## src/rtl/ascensor_pkg.sv

```systemverilog
// Shared elevator definitions: direction encodings and lamp-vector index helpers.
package ascensor_pkg;

   localparam logic [1:0] DIR_SUBE = 2'b11;
   localparam logic [1:0] DIR_BAJA = 2'b10;
   localparam logic [1:0] DIR_NADA = 2'b00;

   // Lamp layout: cabin [N-1:0], up calls from bit N (floors 0..N-2), down calls from bit 2N-1 (floors 1..N-1).
   function automatic int idx_cabina(input int p);
      return p;
   endfunction

   function automatic int idx_sube(input int n_pisos, input int p);
      return n_pisos + p;
   endfunction

   function automatic int idx_baja(input int n_pisos, input int p);
      return 2 * n_pisos - 2 + p;
   endfunction

endpackage

```

## src/rtl/parpadeador.sv

```systemverilog
// Door-open blink strobe: held at 1 while disabled, toggles every T_PARPADEO enabled cycles.
module parpadeador #(
   parameter int T_PARPADEO = 25000000
) (
   input  logic clk,
   input  logic reset,
   input  logic habilitar,
   output logic parpadeo
);

   localparam int CW = $clog2(T_PARPADEO);
   localparam logic [CW-1:0] CNT_FIN = CW'(T_PARPADEO - 1);

   logic [CW-1:0] cnt_q, cnt_d;
   logic          parpadeo_q, parpadeo_d;

   always_comb begin
      cnt_d      = cnt_q;
      parpadeo_d = parpadeo_q;
      if (!habilitar) begin
         cnt_d      = '0;
         parpadeo_d = 1'b1;
      end else if (cnt_q == CNT_FIN) begin
         cnt_d      = '0;
         parpadeo_d = ~parpadeo_q;
      end else begin
         cnt_d = cnt_q + CW'(1);
      end
   end

   always_ff @(posedge clk) begin
      if (reset) begin
         cnt_q      <= '0;
         parpadeo_q <= 1'b0;
      end else begin
         cnt_q      <= cnt_d;
         parpadeo_q <= parpadeo_d;
      end
   end

   assign parpadeo = parpadeo_q;

endmodule

```

## src/rtl/interfaz_salida_param.sv

```systemverilog
// Elevator output interface: button-lamp state, floor/direction display, blink strobe and arrival chime.
module interfaz_salida_param
   import ascensor_pkg::*;
#(
   parameter  int N_PISOS    = 4,
   parameter  int T_PARPADEO = 25000000,
   localparam int PW         = $clog2(N_PISOS),
   localparam int NL         = 3 * N_PISOS - 2
) (
   input  logic          clk,
   input  logic          reset,
   input  logic [NL-1:0] solicitudes,
   input  logic [PW-1:0] piso_actual,
   input  logic [1:0]    direccion,
   input  logic          en_movimiento,
   input  logic          puerta_abierta,
   output logic [NL-1:0] luces,
   output logic [PW-1:0] display_piso,
   output logic [1:0]    display_dir,
   output logic          parpadeo,
   output logic          campana
);

   localparam logic [PW:0] N_EXT = (PW + 1)'(N_PISOS);

   logic [NL-1:0] luces_q, luces_d;
   logic [PW-1:0] piso_q, piso_d;
   logic [1:0]    dir_q, dir_d;
   logic          campana_q, campana_d;
   logic          cerrada_q, cerrada_d;
   logic [NL-1:0] limpiar;
   logic          piso_valido;
   logic          en_servicio;

   always_comb begin
      piso_valido = ({1'b0, piso_actual} < N_EXT);
      en_servicio = puerta_abierta & ~en_movimiento & piso_valido;
      limpiar     = '0;
      for (int p = 0; p < N_PISOS; p++) begin
         if (en_servicio && piso_actual == PW'(p))
            limpiar[idx_cabina(p)] = 1'b1;
      end
      for (int p = 0; p < N_PISOS - 1; p++) begin
         if (en_servicio && piso_actual == PW'(p) && direccion != DIR_BAJA)
            limpiar[idx_sube(N_PISOS, p)] = 1'b1;
      end
      for (int p = 1; p < N_PISOS; p++) begin
         if (en_servicio && piso_actual == PW'(p) && direccion != DIR_SUBE)
            limpiar[idx_baja(N_PISOS, p)] = 1'b1;
      end
   end

   always_comb begin
      // Clear dominates a same-cycle press, so a request at the serviced floor never lights.
      luces_d = (luces_q | solicitudes) & ~limpiar;
      piso_d  = piso_valido ? piso_actual : piso_q;
      dir_d   = DIR_NADA;
      if ((en_movimiento || (|luces_q)) && direccion[1])
         dir_d = direccion;
      // cerrada_q resets to 0 so a door already open when reset releases never chimes.
      campana_d = puerta_abierta & cerrada_q & ~en_movimiento;
      cerrada_d = ~puerta_abierta;
   end

   always_ff @(posedge clk) begin
      if (reset) begin
         luces_q   <= '0;
         piso_q    <= '0;
         dir_q     <= DIR_NADA;
         campana_q <= 1'b0;
         cerrada_q <= 1'b0;
      end else begin
         luces_q   <= luces_d;
         piso_q    <= piso_d;
         dir_q     <= dir_d;
         campana_q <= campana_d;
         cerrada_q <= cerrada_d;
      end
   end

   parpadeador #(
      .T_PARPADEO(T_PARPADEO)
   ) u_parpadeador (
      .clk      (clk),
      .reset    (reset),
      .habilitar(puerta_abierta),
      .parpadeo (parpadeo)
   );

   assign luces        = luces_q;
   assign display_piso = piso_q;
   assign display_dir  = dir_q;
   assign campana      = campana_q;

endmodule

```

## config.mk

```make
export PLATFORM = sky130hd
export DESIGN_NAME = interfaz_salida_param
export DESIGN_NICKNAME = d
export VERILOG_FILES = /design/src/rtl/ascensor_pkg.sv /design/src/rtl/parpadeador.sv /design/src/rtl/interfaz_salida_param.sv
export SDC_FILE = /design/constraint.sdc
export NUM_CORES = 1
export LEC_CHECK = 0
export BUFFER_PORTS_ARGS = -buffer_cell sky130_fd_sc_hd__buf_2
export CAP_MARGIN = 20
export CORE_ASPECT_RATIO = 0.6
export CORE_MARGIN = 1
export CORE_UTILIZATION = 45
export CTS_CLUSTER_DIAMETER = 30
export CTS_CLUSTER_SIZE = 8
export DETAILED_ROUTE_END_ITERATION = 16
export PLACE_DENSITY = 0.67
export RECOVER_POWER = 100
export SETUP_SLACK_MARGIN = 0.05
export SLEW_MARGIN = 30
export SYNTH_ARGS = -nofsm -noshare
export SYNTH_HDL_FRONTEND = slang
export SYNTH_SLANG_ARGS = --single-unit
```

## constraint.sdc

```tcl
create_clock -name clk -period 4.35 [get_ports clk]
set_input_delay 0.435 -clock clk [delete_from_list [all_inputs] [get_ports clk]]
set_output_delay 0.435 -clock clk [all_outputs]
set_load 0.05 [all_outputs]
```

## Word level (Yosys, flattened, before mapping)

Index checks and enable logic that the tools add are counted.

| operators by class | value |
|---|---|
| bitwise gates (word level) | 10 |
| order comparisons | 0 |
| eq/ne operators | 7 |
| reductions and logical operators | 16 |
| shifts and indexed selects | 0 |
| add/subtract/negate cells | 1 |
| mux-type cells | 12 |
| multipliers | 0 |
| div/mod/pow operators | 0 |

Operator list:

| kind | count |
|---|---|
| adder 25 x 1 -> 25 bit (second input constant) | 1 |
| == test 25 bit (second input constant) | 1 |
| 2-to-1 mux 1 bit | 12 |
| logical AND 1 bit | 11 |
| AND 10 bit | 1 |
| inverter 10 bit | 1 |
| bitwise OR 10 bit | 1 |
| OR reduction 10 bit | 1 |
| == test 2 bit (second input constant) | 2 |
| inequality test 2 bit (second input constant) | 2 |
| inverter 1 bit | 4 |
| AND 1 bit | 3 |
| OR reduction 3 bit | 1 |
| == test 2 x 1 -> 1 bit (second input constant) | 1 |
| logical NOT 2 bit | 1 |
| inequality test 2 x 1 -> 1 bit (second input constant) | 1 |
| OR reduction 2 bit | 1 |
| logical OR 1 bit | 1 |

| storage, ports and cells | value |
|---|---|
| input port bits | 18 |
| output and inout port bits | 16 |
| latch bits | 0 |
| register bits | 42 |
| ROM bits | 0 |
| memory bits (writable) | 0 |
| memories | 0 |

## Depth between registers and ports, before layout

Gate-level depths: netlist of run 1.

| depth | value |
|---|---|
| depth in word-level cells | 7 |
| depth in mapped cells | 6 |
| mapped depth without buffers | 5 |

## Modules after synthesis

Synthesis of run 1 repeated with hierarchy kept, for this count alone.

| unflattened totals | value |
|---|---|
| cell total of the unflattened synthesis | 196 |
| area total of the unflattened synthesis | 1,848.0 sq um |

By module, submodules not included:

| module | instances | area an instance (sq um) | cells an instance |
|---|---|---|---|
| parpadeador | 1 | 1,265.0 | 143 |
| interfaz_salida_param | 1 | 583.1 | 53 |

## Worst setup path before layout of run 1

No wires, ideal clock.

| timing | value |
|---|---|
| path kind | register -> register |
| start | register u_parpadeador.cnt_q[0] |
| end | register u_parpadeador.cnt_q[24] |
| path buffers | 0 |
| setup slack | 2.646 ns |
| cell stages (with the launch flop) | 6 |
| library setup time | 0.070 ns |
| arrival | 1.634 ns |
| cells stage by stage | dfxtp_1 > ha_1 > and2_2 > nand2_1 > or4_1 > a21oi_1 |

| between the ends | value |
|---|---|
| cells in the longest elaborated chain, start to end | 2 |
| elaborated cells on any way between the ends | 3 |

Ends and longest elaborated chain:

| item | RTL line | text |
|---|---|---|
| from (decl) | parpadeador.sv:14 | `logic [CW-1:0] cnt_q, cnt_d;` |
| from (signal assigned) | parpadeador.sv:36 | `cnt_q <= cnt_d;` |
| branches (longest 2 deep; another with adder 25 x 1 -> 25 bit) | - |  |

Several ways; the timed one is not identified.
A chain may end at the register's enable or synchronous reset.

## Final worst setup path of run 1

| timing | value |
|---|---|
| start | register u_parpadeador.cnt_q[2] |
| end | register u_parpadeador.cnt_q[4] |

Same word-level chain as after synthesis.

==> metrics.log, run 1 <==
INFO  metric outcome = finished, violations left
INFO  metric violated_checks = capacitance limit, slew limit
INFO  metric die_w = 83.26 um
INFO  metric placement.setup.worst_slack = 2.134 ns
INFO  metric yosysUniqueCellTypes = 35
INFO  metric rows = 17
INFO  metric critPathLaunchType = flip-flop
INFO  metric tritoncts = built
INFO  metric maxSlewViolCount = 9
INFO  metric place_congestion = 0.8078
INFO  metric final-hold-violation-count = 0
INFO  metric whs_path_depth = 2
INFO  metric grt_use_total = 20.40%
INFO  metric met3_routed_wirelength = 156 um
INFO  metric amount_of_wire_on_met2_after_detailed_routing = 1310 um
INFO  metric antenna_left = 0
INFO  metric setup.worst_path.class = reg2reg
INFO  metric maximum_buffer_depth_of_the_clock_tree = 2
INFO  metric fin_skew = 0.01043 ns
INFO  metric syn_to_final_growth = 13.68%
INFO  metric fp.dieArea = 4226 um^2
INFO  metric path_buf_inv = 1
INFO  metric top_level_ports = 34
INFO  metric synth_enable_flop_cells = 0
INFO  metric yosys-top-cells-count = dfxtp_1, nor2_1, xor2_1
INFO  metric hold_sp = direccion[0]
INFO  metric htree_levels = 2
INFO  metric total_of_flip_flops_plus_latches_after_synthesis = 42
INFO  metric cell_chain_critical_path = and4_1 -> nand4_1 -> o311ai_0 -> buf_6 -> nor2_1
INFO  metric r2r-start = u_parpadeador.cnt_q[2]
INFO  metric critPathArrivalTime = 2.98 ns
INFO  metric multi_input_area = 852.1 um^2
INFO  metric vias = 1,486
INFO  metric netlist.area_leader.share = 47.16%
INFO  metric critPathTopFamily = compound AO/OA/AOI/OAI gates
INFO  metric seq_area_frac_synth = 47.16%
INFO  metric postSynth.topFlopCell = dfxtp_1
INFO  metric flip_flop_and_latch_area = 840.8 um^2
INFO  metric fill_cells = 357
INFO  metric synth_nets = 211
INFO  metric hpwlAfterDp = 2828 um
INFO  metric pin_count_of_the_biggest_net_entering_global_routing = 26
INFO  metric cts.repair_timing.setup_buffer_count = 0
INFO  metric routed_wirelength = 3822 um
INFO  metric detailedRoute.firstPassIterationCount = 4
INFO  metric layout_worst_path_cycle_share = 64.29%
INFO  metric initial_antenna_violation_count = 0
INFO  metric clk_pin_slew_worst_paths = 0.08 ns
INFO  metric post_cts_resized = 0
INFO  metric cp_data_required_time = 4.53 ns
INFO  metric timing.hold.ws = 0.3932 ns
INFO  metric cts-buffers-inserted = 5
INFO  metric synthMostInstantiatedCell = dfxtp_1
INFO  metric setup_ws_post_layout = 1.553 ns
INFO  metric start_util = 47.90%
INFO  metric fmaxAchievable = 0.3576 GHz
INFO  metric r2r.worst_path.cells = 5
INFO  metric r2r_slack = 1.55 ns
INFO  metric highest-signal-layer = met4
INFO  metric worst_hold_path.endpoint = display_dir[0]
INFO  metric synth_warnings = 0
INFO  metric critical_path_peak_fanout = 18
INFO  metric worst_skew_pair.late_latency = 0.29 ns
INFO  metric fp.dieH = 50.76 um
INFO  metric numClockSinks = 42
INFO  metric cts_root_buf = clkbuf_8
INFO  metric portBuffers = 33
INFO  metric post_layout_min_period = 2.797 ns
INFO  metric setup-tns-final = 0 ns
INFO  metric slowest_delay = 1.27 ns
INFO  metric vdd_ir_drop_max = 0.2476 mV
INFO  metric wirelength_met1 = 2306 um
INFO  metric rr_endpoint = u_parpadeador.cnt_q[4]
INFO  metric dpl_cell_area = 1964 um^2
INFO  metric max-cap-violations = 1
INFO  metric grt_first_pass_wirelength = 6568 um
INFO  metric core_region_area = 3722 um^2
INFO  metric rsz0062_at_grt = no
INFO  metric synth_top_area_cell = dfxtp_1
INFO  metric synthesis.area_per_instance = 9.286 um^2
INFO  metric syn-instance-count = 192
INFO  metric dr.first_iter.drc_count = 76
INFO  metric gr-total-overflow = 0
INFO  metric crit_slowest_cell = o311ai_0
INFO  metric hold_path_class = in2reg
INFO  metric setup_viol = 0
INFO  metric tightest_slew = 1.508 ns
INFO  metric synth_top_cells_by_area = dfxtp_1, nor2_1, xor2_1
INFO  metric nNetsFinal = 247
INFO  metric drt_drc_violations_left = 0
INFO  metric grt_pass1_vias = 1,350
INFO  metric pwr_density_cell = 382.9 nW/um^2
INFO  metric slew_headroom = -1.806%
INFO  metric layout-drive-gt1-share = 12.66%
INFO  metric detailed_route_wire_length_per_cell = 13.85 um
INFO  metric vias_per_cell = 5.384
INFO  metric syn_area = 1783 um^2
INFO  metric insertedDiodeCount = 0
INFO  metric cts_hold_repair.buffers = 0
INFO  metric final_area = 2027 um^2
INFO  metric async_flop_share = 0%
INFO  metric leakage = 0.7170 nW
INFO  metric critPathCaptureType = flip-flop
==> layout by cell type (no fill, tap or decap), drive strengths merged <==
master and instances:
nor3b 1, dfxtp 42, buf 16, o31ai 8, or4 8, nand2b 1, xnor2 3, nand4 10
o311ai 1, nand2 9, a211oi 6, inv 4, a21oi 9, nor3 7, ha 1, or3 2
bufinv 1, a31oi 1, nand3b 1, nor2b 3, and3 8, and4 4, nand3 10, clkbuf 25
xor2 11, and2 2, nor2 29, o21ai 2, nor4 4
==> final cells by class <==
| cell class | instances | area share (%) |
|---|---|---|
| clock buffer | 7 | 3.765 |
| clock inverter | 1 | 1.481 |
| inverter | 4 | 0.7407 |
| multi-input combinational | 141 | 42.04 |
| sequential | 42 | 41.48 |
| tap | 47 | 2.901 |
| timing repair buffer | 34 | 7.593 |
==> registers in the layout, summed over array words and instances (netlist names) <==
name and count:
display_piso 2, u_parpadeador.parpadeo 1, cerrada_q 1, campana 1, u_parpadeador.cnt_q 25, display_dir 2
luces 10
==> worst max path at each step <==
stage,start,depth (start not counted),endpoint,slack [ns]
after floorplan,u_parpadeador.cnt_q[0],5,u_parpadeador.cnt_q[24],2.65
after global placement,u_parpadeador.cnt_q[2],4,u_parpadeador.cnt_q[3],2.18
after detailed placement,u_parpadeador.cnt_q[2],4,u_parpadeador.cnt_q[6],2.13
after CTS,u_parpadeador.cnt_q[2],4,u_parpadeador.cnt_q[13],2.10
after global routing,u_parpadeador.cnt_q[2],5,u_parpadeador.cnt_q[4],1.22
final,u_parpadeador.cnt_q[2],5,u_parpadeador.cnt_q[4],1.55
==> metal layers <==
layer	up-vias	global-route usage, %
li1	779	-
met2	27	24.18
met4	0	7.471
met1	673	32.42
met3	7	6.250
met5	-	0
==> where the power goes <==
group,leakage [nW],internal [W],switching [W]
combinational,0.321,0.0000181,0.0000569
clock,0.0524,0.000172,0.000126
sequential,0.343,0.000396,0.00000789
total,0.717,0.000585,0.000191
==> metrics by stage <==
stage / util (%) / power, W / instances
after floorplan: - / 0.0004660 / 192
after detailed placement: 52.77 / 0.0004897 / 267
final: 54.45 / 0.0007761 / 276
after global placement: 52.77 / 0.0004894 / 267
after CTS: 55.63 / 0.0007858 / 275
after global routing: 54.45 / 0.0008082 / 276
==> cell families after synthesis <==
family | share of synthesized area, %
compound gates | 10.81
xor+xnor | 6.877
fa+ha+maj | 0.7016
buf+inv | 3.227
flops | 47.16
simple gates | 31.23
No activity file was read; power rests on OpenSTA's default activity.
==> run 2, diff against run 1 <==
Clock period 4.35 ns to 2.76 ns, I/O delays scaled along.
==> metrics.log, run 2 (same netlist as run 1, synthesis figures left out) <==
INFO  metric dp_cells = 268 (was 267)
INFO  metric tightest_slew = 0.6427 ns (was 1.508 ns)
INFO  metric rr_endpoint = u_parpadeador.cnt_q[12] (was u_parpadeador.cnt_q[4])
INFO  metric maximum_buffer_depth_of_the_clock_tree = 2 (unchanged)
INFO  metric antenna_left = 0 (unchanged)
INFO  metric die_w = 83.26 um (unchanged)
INFO  metric portBuffers = 33 (unchanged)
INFO  metric post_layout_min_period = 2.161 ns (was 2.797 ns)
INFO  metric vias_per_cell = 5.493 (was 5.384)
INFO  metric layout-drive-gt1-share = 13.22% (was 12.66%)
INFO  metric p_int = 0.0008449 W (was 0.0005853 W)
INFO  metric vias = 1,505 (was 1,486)
INFO  metric fmaxAchievable = 0.4627 GHz (was 0.3576 GHz)
INFO  metric detailed_route_wire_length_per_cell = 14.06 um (was 13.85 um)
INFO  metric critical_path_peak_fanout = 25 (was 18)
INFO  metric final_area = 2014 um^2 (was 2027 um^2)
INFO  metric dr.first_iter.drc_count = 69 (was 76)
INFO  metric timing.hold.ws = 0.2389 ns (was 0.3932 ns)
INFO  metric worst_skew_pair.late_latency = 0.28 ns (was 0.29 ns)
INFO  metric detailedRoute.firstPassIterationCount = 4 (unchanged)
INFO  metric syn_to_final_growth = 12.98% (was 13.68%)
INFO  metric numClockSinks = 42 (unchanged)
INFO  metric pwr-share-clk = 33.2% (was 38.4%)
INFO  metric routed_wirelength = 3853 um (was 3822 um)
INFO  metric start_util = 47.90% (unchanged)
INFO  metric rsz0062_at_grt = no (unchanged)
INFO  metric pwr_density_cell = 560.8 nW/um^2 (was 382.9 nW/um^2)
INFO  metric grt_first_pass_wirelength = 6354 um (was 6568 um)
INFO  metric htree_levels = 2 (unchanged)
INFO  metric final_common_cell = dfxtp_1 (unchanged)
INFO  metric place_congestion = 0.7733 (was 0.8078)
INFO  metric power.share.sequential = 56.3% (was 52.0%)
INFO  metric switching_share = 25.22% (was 24.58%)
INFO  metric cts.repair_timing.setup_buffer_count = 0 (unchanged)
INFO  metric final-hold-violation-count = 0 (unchanged)
INFO  metric r2r.worst_path.cells = 5 (unchanged)
INFO  metric most-common-layout-cells = dfxtp_1, nor2_1, clkbuf_1 (unchanged)
INFO  metric tritoncts = built (unchanged)
INFO  metric r2r_slack = 0.60 ns (was 1.55 ns)
INFO  metric fp.dieH = 50.76 um (unchanged)
INFO  metric cts_root_buf = clkbuf_8 (unchanged)
INFO  metric grt_use_total = 19.67% (was 20.40%)
INFO  metric flip_flop_and_latch_area = 840.8 um^2 (unchanged)
INFO  metric fill_cells = 372 (was 357)
INFO  metric setup-tns-final = 0 ns (unchanged)
INFO  metric nNetsFinal = 247 (unchanged)
INFO  metric largest_reg_flops = 25 (unchanged)
INFO  metric maxSlewViolCount = 0 (was 9)
INFO  metric fp.dieArea = 4226 um^2 (unchanged)
INFO  metric core_region_area = 3722 um^2 (unchanged)
INFO  metric outcome = finished, final reports clean (was finished, violations left)
INFO  metric regMostFlops = u_parpadeador.cnt_q (unchanged)
INFO  metric leakage = 0.7180 nW (was 0.7170 nW)
INFO  metric r2r-start = u_parpadeador.cnt_q[2] (unchanged)
INFO  metric hpwlAfterDp = 2897 um (was 2828 um)
INFO  metric power_switching = 0.0002849 W (was 0.0001908 W)
INFO  metric top_level_ports = 34 (unchanged)
INFO  metric insertedDiodeCount = 0 (unchanged)
INFO  metric dpl_cell_area = 1972 um^2 (was 1964 um^2)
INFO  metric critPathLaunchType = flip-flop (unchanged)
INFO  metric setup.worst_path.start = u_parpadeador.cnt_q[2] (unchanged)
INFO  metric cp_data_required_time = 2.91 ns (was 4.53 ns)
INFO  metric crit_path_end = u_parpadeador.cnt_q[12] (was u_parpadeador.cnt_q[4])
INFO  metric cts_hold_repair.buffers = 0 (unchanged)
INFO  metric grt_pass1_vias = 1,310 (was 1,350)
INFO  metric max-cap-violations = 0 (was 1)
INFO  metric gr-total-overflow = 0 (unchanged)
INFO  metric initial_antenna_violation_count = 0 (unchanged)
INFO  metric setup_viol = 0 (unchanged)
INFO  metric critPathArrivalTime = 2.31 ns (was 2.98 ns)
INFO  metric hold_path_class = in2reg (unchanged)
INFO  metric rows = 17 (unchanged)
INFO  metric multi_input_area = 869.6 um^2 (was 852.1 um^2)
INFO  metric post_cts_resized = 0 (unchanged)
INFO  metric power_frac_comb = 10.5% (was 9.7%)
INFO  metric vdd_ir_drop_max = 0.3125 mV (was 0.2476 mV)
INFO  metric pin_count_of_the_biggest_net_entering_global_routing = 26 (unchanged)
INFO  metric finish.cell_count_without_fillers = 274 (was 276)
INFO  metric drt_drc_violations_left = 0 (unchanged)
INFO  metric layout_worst_path_cycle_share = 78.30% (was 64.29%)
INFO  metric cts-buffers-inserted = 5 (unchanged)
INFO  metric slew_headroom = 57.15% (was -1.806%)
INFO  metric setup.worst_path.class = reg2reg (unchanged)
INFO  metric clk_pin_slew_worst_paths = 0.07 ns (was 0.08 ns)
INFO  metric critPathCaptureType = flip-flop (unchanged)
INFO  metric fin_skew = 0.004649 ns (was 0.01043 ns)
INFO  metric total_power = 0.001130 W (was 0.0007761 W)
## run 2: cell count changes in the layout (fill, tap and decap cells not counted)
cell / previous run / this run
buf_6: 1 / 0
clkbuf_1: 20 / 18
clkbuf_8: 5 / 6
clkbuf_2: 0 / 1
bufinv_16: 1 / 0
o311ai_0: 1 / 0
o311ai_4: 0 / 1
## run 2: final cells by class
cell class                 count  area share (%)
sequential                    42           41.74
multi-input combinational    141           43.17
clock buffer                   6           4.099
tap                           47           2.919
timing repair buffer          34           7.329
inverter                       4          0.7453
## run 2: power groups by stage
| stage | clock network, W | registers [W] | logic [W] |
|---|---|---|---|
| 2_1_floorplan | 0 | 0.000702 | 0.0000326 |
| 3_3_place_gp | 0 | 0.000649 | 0.000123 |
| 3_5_place_dp | 0 | 0.000649 | 0.000124 |
| 4_1_cts | 0.000390 | 0.000635 | 0.000124 |
| 5_1_grt | 0.000421 | 0.000638 | 0.000127 |
| 6_report | 0.000376 | 0.000636 | 0.000119 |
## run 2: critical path, cell delays in order, from the launching register on
cell and delay [ns]:
dfxtp_1 0.42, and4_1 0.44, nand4_1 0.28, o311ai_4 0.33
clkbuf_2 0.45, nor2_1 0.11
## run 2: routing by layer
metal | part of all wire (%) | global-route usage, % | routed length, um | vias to the layer above
li1 | - | - | - | 773
met1 | 58 | 30.51 | 2231 | 695
met2 | 37 | 25.41 | 1442 | 37
met3 | 4.6 | 5.757 | 179 | 0
met4 | 0 | 5.460 | 0 | 0
met5 | 0 | 0 | 0 | -
## run 2: worst min-delay path by stage
stage / from / end / slack, ns / cells past startpoint
CTS: puerta_abierta / cerrada_q / 0.22 / 2
global route: direccion[0] / display_dir[0] / 0.24 / 2
detailed placement: cerrada_q / campana / 0.45 / 1
finish: direccion[0] / display_dir[0] / 0.24 / 2
floorplan: reset / display_piso[0] / 0.35 / 1
global placement: cerrada_q / campana / 0.44 / 1
## run 2: per-stage QoR
step	setup WS, ns	utilization (%)
finish	0.5988	54.12
global route	0.4011	54.12
CTS	0.8157	55.19
detailed placement	0.8495	52.97
global placement	0.8948	52.97
floorplan	1.056	-
==> run 3, diff against run 2 <==
Settings changed: PLACE_DENSITY 0.67 to 0.7.
Clock period 2.76 ns to 1.8 ns, I/O delays scaled along.
==> metrics.log, run 3 (same netlist as run 1, synthesis figures left out) <==
INFO  metric maxSlewViolCount = 0 (unchanged)
INFO  metric slew_headroom = 55.90% (was 57.15%)
INFO  metric dr.first_iter.drc_count = 102 (was 69)
INFO  metric grt_first_pass_wirelength = 7044 um (was 6354 um)
INFO  metric drt_drc_violations_left = 0 (unchanged)
INFO  metric routed_wirelength = 4015 um (was 3853 um)
INFO  metric regMostFlops = u_parpadeador.cnt_q (unchanged)
INFO  metric most-common-layout-cells = dfxtp_1, nor2_1, clkbuf_1 (unchanged)
INFO  metric place_congestion = 0.8075 (was 0.7733)
INFO  metric fin_skew = 0.002975 ns (was 0.004649 ns)
INFO  metric total_power = 0.001779 W (was 0.001130 W)
INFO  metric post_layout_min_period = 1.663 ns (was 2.161 ns)
INFO  metric fill_cells = 338 (was 372)
INFO  metric start_util = 47.90% (unchanged)
INFO  metric final_common_cell = dfxtp_1 (unchanged)
INFO  metric switching_share = 26.13% (was 25.22%)
INFO  metric power_frac_comb = 10.7% (was 10.5%)
INFO  metric vias = 1,533 (was 1,505)
INFO  metric insertedDiodeCount = 0 (unchanged)
INFO  metric fp.dieH = 50.76 um (unchanged)
INFO  metric share_of_the_core_filled_with_cells = 57.34% (was 54.12%)
INFO  metric htree_levels = 2 (unchanged)
INFO  metric max-cap-violations = 0 (unchanged)
INFO  metric dp_cells = 279 (was 268)
INFO  metric grt_util_met1 = 32.89% (was 30.51%)
INFO  metric syn_to_final_growth = 19.72% (was 12.98%)
INFO  metric gr-usage-met3 = 5.757% (unchanged)
INFO  metric use_met2 = 29.10% (was 25.41%)
INFO  metric final-hold-violation-count = 0 (unchanged)
INFO  metric critPathCaptureType = flip-flop (unchanged)
INFO  metric critical_path_peak_fanout = 14 (was 25)
INFO  metric setup_viol = 0 (unchanged)
INFO  metric top_level_ports = 34 (unchanged)
INFO  metric initial_antenna_violation_count = 0 (unchanged)
INFO  metric multi_input_area = 887.1 um^2 (was 869.6 um^2)
INFO  metric critPathArrivalTime = 1.89 ns (was 2.31 ns)
INFO  metric grt.busiest_layer = met1 (unchanged)
INFO  metric maximum_buffer_depth_of_the_clock_tree = 2 (unchanged)
INFO  metric outcome = finished, final reports clean (unchanged)
INFO  metric tritoncts = built (unchanged)
INFO  metric fp.dieArea = 4226 um^2 (unchanged)
INFO  metric worst_skew_pair.late_latency = 0.29 ns (was 0.28 ns)
INFO  metric hold_path_class = in2reg (unchanged)
INFO  metric antenna_left = 0 (unchanged)
INFO  metric setup_ws_post_layout = 0.1368 ns (was 0.5988 ns)
INFO  metric largest_reg_flops = 25 (unchanged)
INFO  metric detailed_route_wire_length_per_cell = 13.99 um (was 14.06 um)
INFO  metric gr-total-overflow = 0 (unchanged)
INFO  metric cts-buffers-inserted = 5 (unchanged)
INFO  metric flip_flop_and_latch_area = 840.8 um^2 (unchanged)
INFO  metric die_w = 83.26 um (unchanged)
INFO  metric power_switching = 0.0004650 W (was 0.0002849 W)
INFO  metric vias_per_cell = 5.341 (was 5.493)
INFO  metric tightest_slew = 0.6614 ns (was 0.6427 ns)
INFO  metric power.share.sequential = 54.7% (was 56.3%)
INFO  metric hpwlAfterDp = 3029 um (was 2897 um)
INFO  metric rsz0062_at_grt = yes (was no)
INFO  metric nNetsFinal = 258 (was 247)
INFO  metric critPathLaunchType = flip-flop (unchanged)
INFO  metric setup.worst_path.class = reg2reg (unchanged)
INFO  metric clk_pin_slew_worst_paths = 0.08 ns (was 0.07 ns)
INFO  metric cts.repair_timing.setup_buffer_count = 0 (unchanged)
INFO  metric grt_pass1_vias = 1,451 (was 1,310)
INFO  metric p_int = 0.001314 W (was 0.0008449 W)
INFO  metric cp_data_required_time = 2.02 ns (was 2.91 ns)
INFO  metric portBuffers = 33 (unchanged)
INFO  metric detailedRoute.firstPassIterationCount = 7 (was 4)
INFO  metric pin_count_of_the_biggest_net_entering_global_routing = 26 (unchanged)
INFO  metric fmaxAchievable = 0.6012 GHz (was 0.4627 GHz)
INFO  metric core_region_area = 3722 um^2 (unchanged)
INFO  metric vdd_ir_drop_max = 0.5233 mV (was 0.3125 mV)
INFO  metric cts_root_buf = clkbuf_8 (unchanged)
INFO  metric layout_worst_path_cycle_share = 92.40% (was 78.30%)
INFO  metric pwr-share-clk = 34.6% (was 33.2%)
INFO  metric finish.cell_count_without_fillers = 287 (was 274)
INFO  metric numClockSinks = 42 (unchanged)
INFO  metric pwr_density_cell = 833.5 nW/um^2 (was 560.8 nW/um^2)
INFO  metric placement.setup.worst_slack = 0.05568 ns (was 0.8495 ns)
INFO  metric setup-tns-final = 0 ns (unchanged)
INFO  metric layout-drive-gt1-share = 18.33% (was 13.22%)
INFO  metric leakage = 0.7984 nW (was 0.7180 nW)
INFO  metric grt_use_total = 21.87% (was 19.67%)
INFO  metric rows = 17 (unchanged)
run 3: routing by layer:
metal / up-vias / share of wire, % / routed length (um)
li1: 796 / - / -
met1: 708 / 57 / 2292
met2: 25 / 38 / 1510
met3: 4 / 4.3 / 173
met4: 0 / 0.95 / 38
met5: - / 0 / 0
run 3: timing repair:
item	CTS	global route
endpoints found under the setup margin	1	7
hold buffers	0	0
resized for setup	1	2
run 3: worst max-delay path, cell delays in order (launching register included):
cell,delay [ns]
dfxtp_1,0.43
and4_4,0.30
nand4_4,0.20
or4_1,0.52
a21oi_1,0.15
run 3: worst paths after layout:
| path | start | endpoint | slack, ns | cells after the start |
|---|---|---|---|---|
| hold reg to reg | cerrada_q | campana | 0.47 | 1 |
| setup reg to reg | u_parpadeador.cnt_q[8] | u_parpadeador.cnt_q[24] | 0.14 | 4 |
| setup / recovery | u_parpadeador.cnt_q[8] | u_parpadeador.cnt_q[24] | 0.14 | 4 |
| hold / removal | direccion[0] | display_dir[0] | 0.13 | 2 |
run 3: final cells by class:
class / count / share of cell area (%)
clock inverters: 1 / 0.2345
inverters: 4 / 0.7034
well taps: 47 / 2.755
clock buffers: 7 / 4.045
multi-input cells: 141 / 41.56
repair buffers: 45 / 11.31
flip-flops and latches: 42 / 39.39
run 3: power groups by stage:
stage	Clock, W	Combinational, W	Sequential [W]
after floorplan	0	0.0000500	0.00108
after global placement	0	0.000197	0.000995
after detailed placement	0	0.000198	0.000994
after CTS	0.000633	0.000199	0.000973
after global routing	0.000668	0.000204	0.000977
final	0.000615	0.000190	0.000974
run 3: per-stage QoR:
stage / hold slack [ns] / instance area [um^2]
global route: 0.1313 / 2135
detailed placement: 0.4272 / 2067
finish: 0.1279 / 2135
floorplan: 0.2516 / 1783
CTS: 0.1192 / 2167
global placement: 0.4259 / 2067
